<file path="config.mk">
export PLATFORM = sky130hd
export DESIGN_NAME = b_sram_rd_ctrl
export DESIGN_NICKNAME = d
export VERILOG_FILES = /design/src/rtl/b_sram_rd_ctrl.sv
export SDC_FILE = /design/constraint.sdc
export NUM_CORES = 1
export LEC_CHECK = 0
export ABC_AREA = 1
export CORE_MARGIN = 1
export CORE_UTILIZATION = 48
export DETAILED_ROUTE_END_ITERATION = 6
export PLACE_DENSITY = 0.8
export SYNTH_ARGS = -nofsm -noshare
export SYNTH_HDL_FRONTEND = slang
export SYNTH_SLANG_ARGS = --single-unit
</file>
<file path="constraint.sdc">
create_clock -name clk -period 1.55 [get_ports clk]
set_clock_uncertainty 0.05 [all_clocks]
set_input_delay 0.31 -clock clk [delete_from_list [all_inputs] [get_ports clk]]
set_output_delay 0.31 -clock clk [all_outputs]
set_load 0.02 [all_outputs]
</file>
<file path="src/rtl/b_sram_rd_ctrl.sv">
// Read-side controller for the B_SRAM buffer: fetches one word per entry and streams it as LANES lanes.
// Optional macro B_SRAM_RD_MSB_FIRST_EN reverses lane order (most significant lane first).
module b_sram_rd_ctrl #(
    parameter int WIDTH_ADR  = 2,
    parameter int WIDTH_LANE = 72,
    parameter int LANES      = 4
) (
    input  logic                          clk,
    input  logic                          rst_n,
    input  logic [WIDTH_ADR:0]            wr_ptr,
    output logic [WIDTH_ADR:0]            rd_ptr,
    output logic [WIDTH_ADR-1:0]          rd_adr,
    input  logic [WIDTH_LANE*LANES-1:0]   rd_dto,
    output logic [WIDTH_LANE-1:0]         out_dt,
    output logic                          out_vld,
    input  logic                          out_rdy,
    output logic                          empty,
    output logic                          full
);

    localparam int WORD_W = WIDTH_LANE * LANES;
    localparam int LIDX_W = (LANES > 1) ? $clog2(LANES) : 1;
    localparam logic [LIDX_W-1:0] LAST_LANE = LIDX_W'(LANES - 1);

    typedef enum logic [1:0] {IDLE, FETCH, SEND} state_t;

    state_t              state_q;
    logic [WIDTH_ADR:0]  rd_ptr_q, rd_ptr_d;
    logic [WORD_W-1:0]   word_q;
    logic [LIDX_W-1:0]   lane_q, lane_d;
    logic                out_vld_q;

    function automatic logic [WIDTH_LANE-1:0] lane_sel(input logic [WORD_W-1:0] w,
                                                       input logic [LIDX_W-1:0] k);
        int idx;
`ifdef B_SRAM_RD_MSB_FIRST_EN
        idx = LANES - 1 - int'(k);
`else
        idx = int'(k);
`endif
        return w[idx*WIDTH_LANE +: WIDTH_LANE];
    endfunction

    assign rd_ptr_d = rd_ptr_q + {{WIDTH_ADR{1'b0}}, 1'b1};
    assign lane_d   = lane_q + {{(LIDX_W-1){1'b0}}, 1'b1};

    assign empty = (rd_ptr_q == wr_ptr);
    assign full  = (rd_ptr_q[WIDTH_ADR] != wr_ptr[WIDTH_ADR]) &&
                   (rd_ptr_q[WIDTH_ADR-1:0] == wr_ptr[WIDTH_ADR-1:0]);

    assign rd_ptr  = rd_ptr_q;
    assign rd_adr  = rd_ptr_q[WIDTH_ADR-1:0];
    assign out_vld = out_vld_q;
    assign out_dt  = lane_sel(word_q, lane_q);

    // The entry is released at capture; the lanes drain from word_q, so the writer may reuse it.
    always_ff @(posedge clk or negedge rst_n) begin
        if (!rst_n) begin
            state_q   <= IDLE;
            rd_ptr_q  <= '0;
            word_q    <= '0;
            lane_q    <= '0;
            out_vld_q <= 1'b0;
        end else begin
            case (state_q)
                IDLE: begin
                    if (!empty) begin
                        state_q <= FETCH;
                    end
                end
                FETCH: begin
                    word_q    <= rd_dto;
                    rd_ptr_q  <= rd_ptr_d;
                    lane_q    <= '0;
                    out_vld_q <= 1'b1;
                    state_q   <= SEND;
                end
                SEND: begin
                    if (out_rdy) begin
                        if (lane_q == LAST_LANE) begin
                            out_vld_q <= 1'b0;
                            state_q   <= empty ? IDLE : FETCH;
                        end else begin
                            lane_q <= lane_d;
                        end
                    end
                end
                default: begin
                    state_q   <= IDLE;
                    out_vld_q <= 1'b0;
                end
            endcase
        end
    end

endmodule

</file>
==> impl_results.md <==
* Synth Register Bits at 296
* Routed WL per cell at 19.04 um
* Commonest non-fill, non-tap cell in the layout: nand2_1
* Max rail drop VDD at 1.171 mV
* Area Growth Syn to Fin at 53.85%
* Drt first pass iters at 6
* Leak at 0.01005 uW
* Largest net degree at the start of global routing at 83
* Synth area leader: dfrtp_1
* Seq/Total Area, Yosys at 0.5531
* Antenna Nets Post-Route at 0
* Die height at 169.0 um
* Fin. max-slew vios at 0
* Int Pwr at 26160 uW
* Slew headroom at 0.7523
* Multi-input gate area at 5859 sq um
* Unrepaired setup endpoints after global routing: yes
* Tightest Pin Transition at 0.3716 ns
* Synth Area in Adders at 0.001868
* Initial DRC Count at 1553
* Pwr Density at 2219 nW/um^2
* Setup-failing EPs final at 80
* Violated checks: setup timing
* Hold Crit Class: primary input to async pin
* Layout Utilization at 0.7582
* Multiplexer share of the synthesized area at 0
* Reg area at 7411 sq um
* Residual DRC at 0
* Synth top area share at 0.5531
* Via count at 13740
* Distinct cells, synth at 16
* Clock tree from TritonCTS: done
* Dpl hpwl at 33360 um
* Initial Utilization at 0.4928
* Rows at 60
* Clk slew on worst S/H paths at 0.06 ns
* Longest Clk Path Bufs at 3
* DRT Wirelength at 49340 um
* Top post-synthesis cells by area: dfrtp_1 55%, nand2_1 23%, o21ai_0 8.1%
* FILL cells at 1909
* Sw power at 19560 uW
* Nets@finish at 2480
* Commonest cells after routing, fill and taps aside: 797 x nand2_1, 293 x dfrtp_1, 292 x clkdlybuf4s50_1
* Core ar. at 27180 sq um
* CP Capture Type: primary output
* CTS root buffer: clkbuf_16
* Die Area at 28570 sq um
* First-pass GRT wire length at 72970 um
* Syn Inst Count at 1753
* Clk pwr share at 0.158
* Initial antenna violation count at 12
* Status: complete, but fails checks
* Post-Synth Simple-Gate Area at 0.2711
* WS Path Type: flip-flop to primary output
* Post-DP Area at 18260 sq um
* CTS buffer count at 31
* Cell area after synthesis at 13390 sq um
* Num ports at 374
* Yosys warns at 0
* Post-Syn Nets at 2049
* Final period util at 1.532
* All-Layer GR Usage at 0.3331
* Share of cells above drive strength 1 at 0.1810
* MaxCap Viol Count at 0
* Final Instance Area at 20600 sq um
* Setup TNS at -53.73 ns
* Placed cells at 2496
* Hold Violations, Final at 0
* # port buffers at 373
* Final min period at 2.375 ns
* Main combinational cell family by area after synthesis: simple AND/OR/NAND/NOR gates
* Highest Clock Rate at 421.1 MHz
* Sw frac at 0.4279
* Syn Area/Cell at 7.640 sq um
* Vias in the first global route at 13090
* Synth Area in Compound Gates at 0.1089
* Die boundary width at 169.0 um
* Req. time, crit path at 1.19 ns
* RD Place Congestion at 0.9802
* Final worst setup slack at -0.8246 ns
* Total gr overflow at 0
* Worst Path Max Fanout at 20
* Clock sink total at 296
* Type of origin of the critical path: flip-flop
* WP data arrival at 2.01 ns
* H-tree level count at 1
* Via/cell ratio at 5.303
* Fin cells at 2591
* Clock Latency Late Sink at 0.55 ns
* Post-Synth XOR/XNOR Area at 0.001308
* Share of power burned in combinational logic at 0.537
* Sequential power share at 0.306
repair_timing:
action | CTS | global route
endpoints found under the hold margin | 281 | 0
gates cloned | 9 | 8
gates resized for setup | 629 | 130
pin swaps | 14 | 21
setup buffers | 6 | 9
endpoints found under the setup margin | 86 | 177
hold buffers | 1 | 0
worst paths after layout:
kind                                  start           to  slack, ns  cells past startpoint
worst min register to register  word_q[263]  word_q[263]       0.42                      2
worst max-delay path              lane_q[0]   out_dt[41]      -0.82                      6
worst max register to register    lane_q[1]    lane_q[0]      -0.06                      8
min in group clk                 rd_dto[31]   word_q[31]       0.24                      3
max in group asynchronous             rst_n  word_q[204]       0.64                      3
worst min-delay path                  rst_n   word_q[60]       0.20                      2
cells by family (layout without fill, tap and decap cells):
kind of cell | Yosys count | count (layout)
compound gates | 291 | 291
xor+xnor | 2 | 2
fa+ha+maj | 2 | 2
buf+inv | 198 | 650
flops | 296 | 296
other cells | 0 | 14
simple gates | 964 | 964
synth_stat cells:
| cell type | count |
|---|---|
| a21boi_0 | 1 |
| ha_1 | 2 |
| nor2_1 | 149 |
| inv_1 | 82 |
| dfrtp_1 | 296 |
| inv_2 | 4 |
| nand3_1 | 4 |
| clkbuf_1 | 29 |
| nand2_1 | 810 |
| nor2_4 | 1 |
| xor2_1 | 2 |
| buf_2 | 70 |
| o21ai_0 | 217 |
| buf_1 | 7 |
| buf_4 | 6 |
| a21oi_1 | 73 |
state kept, by name, indices dropped and copies added, names as in the netlist:
register,flops
lane_q,2
rd_ptr,3
state_q,2
word_q,288
out_vld,1
routing by layer:
layer	GRT usage	wire length [um]	vias to the layer above
li1	-	-	6319
met1	0.4824	20950	6604
met2	0.4901	21970	686
met3	0.06173	4297	129
met4	0.1449	2109	2
met5	0	13	-
worst max-delay path, cell delays in order, from the launching register on:
cell and delay [ns]:
dfrtp_2 0.50, buf_4 0.18, buf_12 0.15, buf_12 0.17
o21ai_1 0.17, nand2_1 0.10, buf_2 0.18
area by class of cell:
class / instances / area share
timing repair inverter: 2 / 0.0008501
clock inverter: 11 / 0.005283
clock buffer: 43 / 0.04178
sequential: 296 / 0.3597
antenna: 14 / 0.001700
inverter: 86 / 0.01652
timing repair buffer: 508 / 0.2672
tap: 372 / 0.02259
multi-input combinational: 1259 / 0.2844
power groups by stage:
stage | sequential (uW) | clock, uW | combinational [uW]
after global placement | 13400 | 0 | 20200
after global routing | 14300 | 7590 | 26500
after CTS | 13700 | 7260 | 22500
after detailed placement | 13500 | 0 | 20600
after floorplan | 12900 | 0 | 11100
final | 14000 | 7210 | 24500
metrics by stage:
| stage | setup WS (ns) | power, uW | hold WS (ns) |
|---|---|---|---|
| after global placement | -0.7275 | 33550 | 0.1784 |
| after global routing | -0.9267 | 48380 | 0.2222 |
| final | -0.8246 | 45720 | 0.2020 |
| after CTS | -0.7882 | 43420 | 0.1913 |
| after floorplan | -0.001542 | 24100 | -0.03559 |
| after detailed placement | -0.7101 | 34050 | 0.1801 |
Power figures use the tool's default switching activity.
